[src/rtl/bcd_cvt_sched_pkg.sv]
// Shared types and elaboration helpers for the BCD converter scheduler.
package bcd_cvt_sched_pkg;

  typedef enum logic [2:0] {
    S_FLUSH   = 3'd0,
    S_IDLE    = 3'd1,
    S_REQ     = 3'd2,
    S_COLLECT = 3'd3,
    S_DONE    = 3'd4
  } type_enum_sched_fsm;

  // Worst-case converter latency from start pulse to the last digit strobe.
  function automatic int unsigned min_timeout(input int unsigned bin_w,
                                              input int unsigned dec_d);
    return bin_w * (dec_d + 1) + dec_d + 2;
  endfunction

endpackage

[src/rtl/rr_arbiter.sv]
// Combinational round-robin arbiter: search starts one past the last grant.
module rr_arbiter
  import bcd_cvt_sched_pkg::*;
#(
  parameter int unsigned N = 2
) (
  input  logic [N-1:0]                     req,
  input  logic                             en,
  input  logic [((N > 1) ? $clog2(N) : 1)-1:0] last,
  output logic [N-1:0]                     gnt,
  output logic [((N > 1) ? $clog2(N) : 1)-1:0] gnt_idx
);

  localparam int unsigned IW = (N > 1) ? $clog2(N) : 1;

  logic [IW-1:0] w_idx;
  logic          w_found;

  always_comb begin
    gnt     = '0;
    gnt_idx = '0;
    w_idx   = '0;
    w_found = 1'b0;
    for (int unsigned off = 1; off <= N; off++) begin
      w_idx = IW'((32'(last) + off) % N);
      if (en && !w_found && req[w_idx]) begin
        w_found      = 1'b1;
        gnt[w_idx]   = 1'b1;
        gnt_idx      = w_idx;
      end
    end
  end

endmodule

[src/rtl/bcd_cvt_sched.sv]
// Shares one serial binary-to-BCD converter between N_REQ requesters and
// commits each result atomically into a per-requester BCD bank.
module bcd_cvt_sched
  import bcd_cvt_sched_pkg::*;
#(
  parameter int unsigned N_REQ         = 2,
  parameter int unsigned BIN_VAL_WIDTH = 14,
  parameter int unsigned DEC_DIGITS    = 4,
  parameter int unsigned TIMEOUT       = 128
) (
  input  logic                                      clk,
  input  logic                                      rst,
  input  logic [N_REQ-1:0]                          req_valid_i,
  output logic [N_REQ-1:0]                          req_ready_o,
  input  logic [N_REQ*BIN_VAL_WIDTH-1:0]            req_bin_i,
  output logic [BIN_VAL_WIDTH-1:0]                  cvt_bin_o,
  output logic                                      cvt_req_o,
  input  logic [3:0]                                cvt_digit_i,
  input  logic [DEC_DIGITS-1:0]                     cvt_resp_i,
  output logic [N_REQ*DEC_DIGITS*4-1:0]             digits_o,
  output logic                                      done_o,
  output logic [((N_REQ > 1) ? $clog2(N_REQ) : 1)-1:0] done_id_o,
  output logic                                      err_o,
  output logic                                      busy_o
);

  localparam int unsigned IDW = (N_REQ > 1) ? $clog2(N_REQ) : 1;
  localparam int unsigned BW  = DEC_DIGITS * 4;
  localparam int unsigned TW  = $clog2(TIMEOUT + 1);
  localparam logic [TW-1:0] TMAX = TW'(TIMEOUT - 1);

  if (TIMEOUT < min_timeout(BIN_VAL_WIDTH, DEC_DIGITS)) begin : g_timeout_chk
    $error("bcd_cvt_sched: TIMEOUT shorter than converter worst-case latency");
  end

  type_enum_sched_fsm r_state, w_next;

  logic [TW-1:0]            r_timer;
  logic [BW-1:0]            r_shadow;
  logic [IDW-1:0]           r_last;
  logic [IDW-1:0]           r_gid;
  logic [BIN_VAL_WIDTH-1:0] r_bin;
  logic [N_REQ*BW-1:0]      r_banks;
  logic                     r_bad;
  logic                     r_tmo;

  logic [N_REQ-1:0]         w_gnt;
  logic [IDW-1:0]           w_gnt_idx;
  logic [BIN_VAL_WIDTH-1:0] w_sel_bin;
  logic                     w_accept;
  logic                     w_last_strobe;
  logic                     w_tmr_end;

  rr_arbiter #(.N(N_REQ)) u_arb (
    .req     (req_valid_i),
    .en      (r_state == S_IDLE),
    .last    (r_last),
    .gnt     (w_gnt),
    .gnt_idx (w_gnt_idx)
  );

  assign w_accept      = |w_gnt;
  assign w_last_strobe = cvt_resp_i[DEC_DIGITS-1];
  assign w_tmr_end     = (r_timer == TMAX);

  always_comb begin
    w_sel_bin = '0;
    for (int unsigned i = 0; i < N_REQ; i++) begin
      if (w_gnt[i]) w_sel_bin = req_bin_i[i*BIN_VAL_WIDTH +: BIN_VAL_WIDTH];
    end
  end

  always_ff @(posedge clk) begin
    if (rst) r_state <= S_FLUSH;
    else     r_state <= w_next;
  end

  always_comb begin
    w_next    = r_state;
    cvt_req_o = 1'b0;
    done_o    = 1'b0;
    done_id_o = '0;
    err_o     = 1'b0;
    busy_o    = 1'b1;
    case (r_state)
      S_FLUSH:   if (w_last_strobe || w_tmr_end) w_next = S_IDLE;
      S_IDLE: begin
        busy_o = 1'b0;
        if (w_accept) w_next = S_REQ;
      end
      S_REQ: begin
        cvt_req_o = 1'b1;
        w_next    = S_COLLECT;
      end
      S_COLLECT: if (w_last_strobe || w_tmr_end) w_next = S_DONE;
      S_DONE: begin
        done_o    = 1'b1;
        done_id_o = r_gid;
        err_o     = r_bad | r_tmo;
        w_next    = r_tmo ? S_FLUSH : S_IDLE;
      end
      default:   w_next = S_FLUSH;
    endcase
  end

  // Timer runs from the start pulse so a timeout lands exactly TIMEOUT cycles later.
  always_ff @(posedge clk) begin
    if (rst) begin
      r_timer  <= '0;
      r_shadow <= '0;
      r_last   <= IDW'(N_REQ - 1);
      r_gid    <= '0;
      r_bin    <= '0;
      r_banks  <= '0;
      r_bad    <= 1'b0;
      r_tmo    <= 1'b0;
    end else begin
      case (r_state)
        S_FLUSH: r_timer <= r_timer + 1'b1;
        S_IDLE: begin
          if (w_accept) begin
            r_bin    <= w_sel_bin;
            r_gid    <= w_gnt_idx;
            r_last   <= w_gnt_idx;
            r_shadow <= '0;
            r_timer  <= '0;
            r_bad    <= 1'b0;
            r_tmo    <= 1'b0;
          end
        end
        S_REQ: r_timer <= r_timer + 1'b1;
        S_COLLECT: begin
          r_timer <= r_timer + 1'b1;
          for (int unsigned k = 0; k < DEC_DIGITS; k++) begin
            if (cvt_resp_i[k]) begin
              r_shadow[k*4 +: 4] <= cvt_digit_i;
              if (cvt_digit_i > 4'd9) r_bad <= 1'b1;
            end
          end
          if (!w_last_strobe && w_tmr_end) r_tmo <= 1'b1;
        end
        S_DONE: begin
          r_timer <= '0;
          if (!(r_bad || r_tmo)) begin
            for (int unsigned b = 0; b < N_REQ; b++) begin
              if (r_gid == IDW'(b)) r_banks[b*BW +: BW] <= r_shadow;
            end
          end
        end
        default: ;
      endcase
    end
  end

  assign cvt_bin_o = r_bin;
  assign digits_o  = r_banks;
  assign req_ready_o = w_gnt;

endmodule

[config.mk]
export PLATFORM = sky130hd
export DESIGN_NAME = bcd_cvt_sched
export DESIGN_NICKNAME = d
export VERILOG_FILES = /design/src/rtl/bcd_cvt_sched_pkg.sv /design/src/rtl/rr_arbiter.sv /design/src/rtl/bcd_cvt_sched.sv
export SDC_FILE = /design/constraint.sdc
export NUM_CORES = 1
export LEC_CHECK = 0
export CAP_MARGIN = 10
export CORE_MARGIN = 8
export CORE_UTILIZATION = 47
export CTS_CLUSTER_SIZE = 28
export DETAILED_ROUTE_END_ITERATION = 12
export PLACE_DENSITY_LB_ADDON = 0.3
export SYNTH_ARGS = -nofsm -noshare
export SYNTH_HDL_FRONTEND = slang
export SYNTH_HIERARCHICAL = 1
export SYNTH_SLANG_ARGS = --single-unit
[constraint.sdc]
create_clock -name clk -period 3.3 [get_ports clk]
set_input_delay 0.66 -clock clk [delete_from_list [all_inputs] [get_ports clk]]
set_output_delay 0.66 -clock clk [all_outputs]
set_load 0.02 [all_outputs]
==> impl_metrics.ini <==
[status]
status = completed

[timing]
relSlewSlack_pct = 41.9
setup_viol = 0
fmax_ghz = 0.338
rsz0062_at_grt = false
finalCritPeriodShare_pct = 89.7
finalSetupTns_ns = 0
hold_viol_final = 0
hold_slack_ns = 0.455
min_period_ns = 2.96
tightest_slew_ns = 0.870
fin_skew_ns = 0.00880
slew_violations = 0

[route]
drt-total-wl_um = 8110
route.detailed.drc = 0
wl_per_cell_um = 15.1
via_per_inst = 5.44
vias = 2925
antenna_left = 0
drt_iter0_markers = 114
first_pass_iters = 4

[clocking]
cts_root_buf = clkbuf_8
cts_buffers = 9
clkTransAtPathRegs_ns = 0.08
cts_setup_buffers = 0
postCtsHoldBufs = 0
cts_tree = built
cts_resized = 0
clock_latency_ns = 0.34
clock_path_buffers = 2
clock-sinks = 77
ctsHtreeMaxLevel = 3

[yosys]
synth_top_family_by_area = simple AND/OR/NAND/NOR gates
synth_edf_count = 0
synth-compound-area-share_pct = 21.3
yosysWarnings = 6
synthCells = 369
yosys.area_share.simple_pct = 23.2
yosys.area.top_type_share_pct = 48.1
yosysTopAreaCell = dfxtp_1
synth_xor_area_share_pct = 1.64
synth_ff_type = dfxtp_1
synthTopCellsByArea = dfxtp_1 (48%), nand2_1 (8.8%), a21oi_2 (5.5%), nor2_1 (4.9%), a21oi_1 (4.2%)
syn-cell-area_sq_um = 3200
synth_fa_ha_area_share_pct = 0.390
synth_mux_area_share_pct = 0.703
avgSynthCellArea_sq_um = 8.68
synth-seq-cells = 77
ys_async_sr_fraction_pct = 0
ys_seq_area_share_pct = 48.1
synthesis.nets = 410
synth_cell_type_count = 51

[floorplan]
die_y_um = 98.6
start_util_pct = 48.0
dieArea_sq_um = 9720
core.rowCount = 30
ios = 93
dieWidth_um = 98.6
core_sq_um = 6680

[worst_setup_path]
r2r-end = r_timer[5]$_SDFFE_PP0P_
cp_max_fo = 16
cp.required_ns = 2.64
reg2reg_depth = 8
setup.worst_path.start_class = flop
r2r_start = r_state[0]$_SDFFE_PP0P_
rrSetupSlack_ns = 0.81
critPathArrivalTime_ns = 2.30
end_kind = primary output
path_class = flop to primary output

[grt]
grt_overflow = 0
grt_pass1_wl_um = 13700
grt_max_degree = 30
grt_util_all_layers_pct = 17.1
antenna_found_initial = 0
grt_pass1_vias = 2872

[placed_design]
gp_congestion = 0.833
hpwl_um = 6070
numPortBuffers = 92
dpl_cell_area_sq_um = 4140

[min_path]
min_from = digits_o[19]$_SDFFE_PP0P_
hold_end = digits_o[19]$_SDFFE_PP0P_
holdPathStages = 2
min_path_type = flop to flop

[layout]
final_cell_area_sq_um = 4330
drive_above_1_share_pct = 11.4
nets = 495
area_delta_synth_final_pct = 35.0
antenna_cells = 0

[pwr]
pwr_density_cell_nw_per_um2 = 436
power.leakage_uw = 0.00145
ir_worst_vdd_uv = 321

[job]
maxCapViolCount = 0
==> power breakdown <==
part | total [uW] | switching, uW | leakage [uW] | internal, uW
combinational | 224 | 117 | 0.000732 | 107
sequential | 971 | 21.6 | 0.000622 | 950
clock | 692 | 347 | 0.0000915 | 345
==> registers in the layout, summed over array words and instances (netlist names) <==
signal and cells:
cvt_bin_o 14, digits_o 32, r_bad 1, r_gid 1, r_last 1, r_shadow 16, r_state 3, r_timer 8
r_tmo 1
==> final cells by class <==
cell class / instances / area (sq um)
well taps: 80 / 100
repair buffers: 98 / 961
fillers: 568 / 2360
flip-flops and latches: 77 / 1540
clock buffers: 9 / 124
clock inverters: 6 / 63.8
multi-input cells: 263 / 1520
inverters: 5 / 20.0
==> synth_stat cells (2+ instances only) <==
library cell and number:
dfxtp_1 77, nand2_1 75, nor2_1 42, a21oi_1 27, a21oi_2 20, a22oi_1 16
clkbuf_1 14, a221oi_1 13, nor3_1 13, buf_2 6, o21ai_0 5, xor2_1 5
and4b_1 4, inv_1 4, nand3_1 3, or3_1 3, a211oi_1 2, and2_1 2
buf_6 2, nor2b_1 2, nor3_2 2, o2111ai_1 2, o211ai_1 2
==> cells in the final DEF (no fill, tap or decap), drive strengths merged, types with 5 or more instances in the layout <==
cell           count
a21oi             47
a221oi            13
a22oi             16
buf                7
clkbuf             9
clkdlybuf4s50     91
dfxtp             77
inv                5
nand2             76
nor2              42
nor3              15
o21ai              5
xor2               5
==> worst max path at each step <==
| stage | start | slack [ns] | to | cells past startpoint |
|---|---|---|---|---|
| after floorplan | r_state[1]$_SDFFE_PP0P_ | 0.62 | cvt_bin_o[10]$_SDFFE_PP0P_ | 11 |
| after global placement | req_valid_i[0] | 0.62 | req_ready_o[0] | 4 |
| after CTS | r_state[2]$_SDFFE_PP0P_ | 0.32 | done_id_o | 4 |
| final | r_state[2]$_SDFFE_PP0P_ | 0.34 | done_id_o | 4 |
| after global routing | r_state[2]$_SDFFE_PP0P_ | 0.21 | done_id_o | 4 |
| after detailed placement | req_valid_i[0] | 0.59 | cvt_bin_o[8]$_SDFFE_PP0P_ | 7 |
==> worst max-delay path: stages, from the launching register on <==
cell and delay, ns:
dfxtp_1 0.65, or3b_4 0.48, clkinv_2 0.09, and2_1 0.13, clkdlybuf4s50_1 0.60
==> through the flow <==
step / worst slack, ns / std cells / utilization (%) / total power [uW]
floorplan: 0.618 / 369 / - / 1110
detailed placement: 0.595 / 523 / 61.9 / 1220
global placement: 0.620 / 523 / 61.9 / 1210
CTS: 0.322 / 538 / 64.7 / 1900
finish: 0.339 / 538 / 64.7 / 1890
global route: 0.206 / 538 / 64.7 / 1960
==> routing by layer <==
metal / GRT usage [%] / wire (um) / vias up
met3: 4.44 / 383 / 10
li1: - / - / 1467
met4: 6.38 / 95 / 0
met5: 0 / 0 / -
met1: 20.1 / 3570 / 1373
met2: 29.1 / 4060 / 75
==> cell families (layout without fill, tap and decap cells) <==
kind of cell / count (synthesis) / count (layout)
fa+ha+maj: 1 / 1
flops: 77 / 77
mux: 1 / 1
xor+xnor: 6 / 6
compound gates: 95 / 95
buf+inv: 29 / 118
simple gates: 160 / 160
No activity file was read; power rests on OpenSTA's default activity.
